==> src/rtl/mux2_to_1_pkg.sv <==
// Shared datapath constants for the MIPS operand steering muxes.
// Holds the native word width and the select-line encoding.
package mux2_to_1_pkg;

    localparam int WORD_WIDTH = 32;

    localparam logic SEL_IN1 = 1'b0;
    localparam logic SEL_IN2 = 1'b1;

endpackage

==> src/rtl/mux2_comb.sv <==
// Parameterized purely combinational 2:1 word selector.
// An unknown select yields an all-X word instead of favouring either input.
module mux2_comb
    import mux2_to_1_pkg::*;
#(
    parameter int WIDTH = WORD_WIDTH
) (
    input  logic [WIDTH-1:0] in1_i,
    input  logic [WIDTH-1:0] in2_i,
    input  logic             sel_i,
    output logic [WIDTH-1:0] out_o
);

    // A case with an X default avoids the bitwise merge that ?: would give on an unknown sel.
    always_comb begin
        out_o = 'x;
        case (sel_i)
            SEL_IN1: out_o = in1_i;
            SEL_IN2: out_o = in2_i;
            default: out_o = 'x;
        endcase
    end

endmodule

==> src/rtl/mux2_to_1.sv <==
// Clocked 2:1 word mux: zero-latency combinational output plus a registered copy
// carrying the captured select, a valid flag and a select-change pulse.
module mux2_to_1
    import mux2_to_1_pkg::*;
#(
    parameter int              WIDTH     = WORD_WIDTH,
    parameter logic [WIDTH-1:0] RESET_VAL = '0
) (
    input  logic             clk,
    input  logic             rst_n,
    input  logic [WIDTH-1:0] input1,
    input  logic [WIDTH-1:0] input2,
    input  logic             sel,
    input  logic             en,
    output logic [WIDTH-1:0] output1,
    output logic [WIDTH-1:0] output1_q,
    output logic             sel_q,
    output logic             valid_q,
    output logic             sel_changed
);

    logic [WIDTH-1:0] muxOut;

    logic [WIDTH-1:0] loadData_d, loadData_q;
    logic             loadSel_d, loadSel_q;
    logic             loadValid_d, loadValid_q;
    logic             selChanged_d, selChanged_q;

    mux2_comb #(
        .WIDTH(WIDTH)
    ) u_mux2_comb (
        .in1_i(input1),
        .in2_i(input2),
        .sel_i(sel),
        .out_o(muxOut)
    );

    assign output1 = muxOut;

    // The change pulse is qualified by valid so the first load after reset never flags.
    always_comb begin
        loadData_d   = loadData_q;
        loadSel_d    = loadSel_q;
        loadValid_d  = loadValid_q;
        selChanged_d = 1'b0;
        if (en) begin
            loadData_d   = muxOut;
            loadSel_d    = sel;
            loadValid_d  = 1'b1;
            selChanged_d = loadValid_q && (sel != loadSel_q);
        end
    end

    always_ff @(posedge clk) begin
        if (!rst_n) begin
            loadData_q   <= RESET_VAL;
            loadSel_q    <= SEL_IN1;
            loadValid_q  <= 1'b0;
            selChanged_q <= 1'b0;
        end else begin
            loadData_q   <= loadData_d;
            loadSel_q    <= loadSel_d;
            loadValid_q  <= loadValid_d;
            selChanged_q <= selChanged_d;
        end
    end

    assign output1_q   = loadData_q;
    assign sel_q       = loadSel_q;
    assign valid_q     = loadValid_q;
    assign sel_changed = selChanged_q;

endmodule

==> config.mk <==
export PLATFORM = sky130hd
export DESIGN_NAME = mux2_to_1
export DESIGN_NICKNAME = d
export VERILOG_FILES = /design/src/rtl/mux2_to_1_pkg.sv /design/src/rtl/mux2_comb.sv /design/src/rtl/mux2_to_1.sv
export SDC_FILE = /design/constraint.sdc
export NUM_CORES = 1
export LEC_CHECK = 0
export CORE_MARGIN = 2
export CORE_UTILIZATION = 37
export DETAILED_ROUTE_END_ITERATION = 6
export PLACE_DENSITY = 0.87
export SYNTH_ARGS = -nofsm -noshare
export SYNTH_HDL_FRONTEND = slang
export SYNTH_SLANG_ARGS = --single-unit
==> constraint.sdc <==
create_clock -name clk -period 1.6 [get_ports clk]
set_input_delay 0.16 -clock clk [delete_from_list [all_inputs] [get_ports clk]]
set_output_delay 0.16 -clock clk [all_outputs]
set_load 0.1 [all_outputs]
# == After elaboration in Yosys (flattened, before gate mapping) ==
# Index checks and enable logic that the tools add are counted.
# op_classes
eq_ne,1
n_mux,1
bitwise_logic,1
reduce_logical,2
# ops
op,count
32-bit one-hot mux with 2 select lines,1
2-bit AND reduction,1
1-bit logical AND,1
1-bit != test,1
1-bit inverter,1
# word_totals
reg_bits,35
in_bits,68
output_inout_bits,67
word_cells,9

# == Depth between registers and ports, before layout ==
# logic_depth
depth_word,2
depth_mapped,4
mapped_depth_nobuf,2

# == By module ==
# A second synthesis with hierarchy kept.
# hier_totals
cells_unflattened,148
hier_area_um2,1889.3
# modules_own_cells
mod,n_inst,cells_each,area_per_inst_um2,seq_area_each_um2
mux2_to_1,1,112,1345.0,700.7
mux2_comb,1,36,544.3,0.0

# == Worst setup path before layout ==
# No wires, ideal clock.
# synth_path
path_type,reg2reg
from,"reg, netlist name output1_q[27]"
to,"reg loadData_q[27], in the netlist output1_q[27]"
setup_ns,0.059
arrival_ns,1.323
t_required_ns,1.541
path_slack_ns,0.218
path_stages_with_launch,3
path_buffers,0
synth_period_minus_slack_ns,1.382
cell_sequence,dfxtp_1 o21ai_0 o21ba_1
# synth_lines
item,line_no,source
to (signal assigned),mux2_to_1.sv:61,loadData_q <= loadData_d;
to (decl),mux2_to_1.sv:24,"logic [WIDTH-1:0] loadData_d, loadData_q;"

# == Worst setup path after layout ==
# layout_path
from,in sel
to,out output1[26]
# layout_between
elab_chain_cells,2
# layout_lines
item,line_no,source
from (decl),mux2_to_1.sv:13,"input logic sel,"
1-bit inverter,mux2_comb.sv:17,case (sel_i)
32-bit one-hot mux with 2 select lines (*),mux2_comb.sv:17,
to (decl),mux2_to_1.sv:15,"output logic [WIDTH-1:0] output1,"
# Every way passes the cells marked *; elsewhere a longest branch is shown, timed or not.

==> flow_summary.json <==
{
  "number_of_hold_violations_in_the_final_report": 0,
  "ctsHtreeMaxLevel": 2,
  "antenna_found_initial": 0,
  "fin_ws_ns": 0.312,
  "grt_start_max_net_pins": 36,
  "cp-end-kind": "output pin",
  "min_path_type": "input port to flop",
  "globalRoute.totalOverflow": 0,
  "antenna-diode-count": 0,
  "worst-slew-pin-transition_ns": 0.344,
  "finish.cell_count_without_fillers": 349,
  "totalNegativeSetupSlack_ns": 0,
  "final.period_utilization": 0.805,
  "ant_nets": 0,
  "fmaxAchievable_mhz": 776,
  "remaining_drc_errors": 0,
  "cts_made_buffers": 5,
  "share_of_the_synthesized_area_in_the_top_cell_type": 0.388,
  "tritoncts": "done",
  "syn_nets": 220,
  "critical_path.max_fanout": 34,
  "yosys_register_bits": 35,
  "summed_instance_area_of_the_synthesized_netlist_um2": 1810,
  "initial_utilization": 0.383,
  "mostFrequentLayoutCells": "sky130_fd_sc_hd__buf_12 (70), sky130_fd_sc_hd__clkdlybuf4s50_1 (66), sky130_fd_sc_hd__dfxtp_1 (35)",
  "design_power_total_mw": 3.52,
  "unrepaired_setup_endpoints_after_global_routing": "no",
  "fp.dieH_um": 73.9,
  "timing.max_slew.rel_slack": 0.771,
  "synth_cell_types": 17,
  "totalWireLength_mm": 5.65,
  "core-area_um2": 4720,
  "cts_hold_repair.buffers": 0,
  "max-vdd-ir-drop_mv": 0.604,
  "worst-endpoint-required_ns": 1.44,
  "synth.area.top_cells": "sky130_fd_sc_hd__dfxtp_1 (39%), sky130_fd_sc_hd__mux2_4 (23%), sky130_fd_sc_hd__o21ba_1 (16%)",
  "gr-usage-all-layers": 0.215,
  "avgViaCountPerCell": 4.92,
  "routed-via-count": 1718,
  "outcome": "finished clean",
  "synth_top_cell_by_area": "sky130_fd_sc_hd__dfxtp_1",
  "clk_pin_slew_ns": 0.06,
  "final_nets": 351,
  "areaGrowthSynthToFinish_pct": 117,
  "setup-violations-final": 0,
  "number_of_port_buffers": 134,
  "cts_buffer_depth": 2,
  "hpwlAfterDp_mm": 4.42,
  "post_cts.resized_instances": 0,
  "final_skew_ns": 0.00277,
  "finalMaxSlewViolations": 0,
  "filler_cell_count": 256,
  "place.gp.congestion": 0.655,
  "post_drt_wl_per_cell_um": 16.2,
  "first_global_vias": 1883,
  "rrSetupSlack_ns": 0.73,
  "maxCapViolations": 0,
  "cp-start-kind": "input port",
  "cell_count_after_placement": 343,
  "criticalPathCategory": "input port to output pin",
  "period_minus_slack_ns": 1.29,
  "synth_sequential_area_ratio": 0.388,
  "synthCells": 152,
  "pwr_dens_nw_per_um2": 897,
  "design_area_um2": 3920,
  "drt_first_pass_iters": 4,
  "most_common_library_cell_in_the_layout_ignoring_fill_and_taps": "sky130_fd_sc_hd__buf_12",
  "cts-root-buf": "sky130_fd_sc_hd__clkbuf_8",
  "design.portCount": 135,
  "p_leak_nw": 1.77,
  "placed_cell_area_um2": 3850,
  "grt_pass1_wl_mm": 8.85,
  "pre_cts_ws_ns": 0.241,
  "final_layout_size_suffix_gt1_frac": 0.401,
  "ys_warn_count": 0,
  "multi_input_area_um2": 987,
  "clock-sinks": 35,
  "total_area_of_sequential_cells_um2": 701,
  "fp-row-count": 25,
  "avgSynthCellArea_um2": 11.9,
  "cp.arrival_ns": 1.13,
  "post-cts-setup-buffers": 0,
  "design.die.area_um2": 5460,
  "initialDrtViolationCount": 92,
  "insertion_delay_ns": 0.27,
  "die_w_um": 73.9
}
-- area by class of cell --
cell class,count,share of cell area
flip-flops and latches,35,0.179
repair buffers,138,0.529
inverters,1,0.000957
well taps,67,0.0214
multi-input cells,102,0.252
clock buffers,6,0.0185
-- where the power goes --
part / leakage (nW) / total (mW) / internal [mW] / switching [mW]
clock network: 0.0371 / 0.556 / 0.289 / 0.267
registers: 0.291 / 1.00 / 0.937 / 0.0649
logic: 1.44 / 1.96 / 0.791 / 1.17
-- routing by layer --
layer	wire length [µm]	part of all wire	up-vias	GRT usage
li1	-	-	804	-
met1	1880	0.33	795	0.212
met2	3040	0.54	98	0.394
met3	534	0.095	21	0.0837
met4	187	0.033	0	0.0929
met5	0	0	-	0
-- per-stage QoR --
step,hold WS [ns],utilization
after floorplan,0.379,-
after global placement,0.494,0.815
after detailed placement,0.517,0.815
after CTS,0.448,0.830
after global routing,0.455,0.830
final,0.449,0.830
-- path summary, 6_finish.rpt --
check / startpoint / endpoint / cells past startpoint
setup reg to reg: output1_q[26] / output1_q[26] / 2
setup / recovery: sel / output1[26] / 4
hold reg to reg: valid_q / sel_changed / 2
hold / removal: sel / sel_changed / 4
-- critical path: stages --
cell,delay (ns)
sky130_fd_sc_hd__buf_2,0.11
sky130_fd_sc_hd__buf_12,0.26
sky130_fd_sc_hd__mux2_2,0.42
sky130_fd_sc_hd__buf_12,0.18
-- state kept, by name, summed over array words and instances (netlist names) --
| name | cells |
|---|---|
| sel_q | 1 |
| valid_q | 1 |
| output1_q | 32 |
| sel_changed | 1 |
-- synthesized netlist by cell type, drive strengths merged --
cell and count:
inv 1, mux2 32, xnor2 1, nor2b 1, nor2 1, dfxtp 35, nand3 1, o21a 1
buf 9, o21ba 32, clkbuf 5, mux2i 1, o21ai 32
-- logic make-up after synthesis --
family	synth area share
DFF	0.388
xor gates and xnor gates	0.00485
AOI/OAI and AO/OA	0.270
muxes	0.263
buffers and inverters	0.0658
and+or+nand+nor	0.00831
Note: power is estimated with default switching activity, not from simulation.
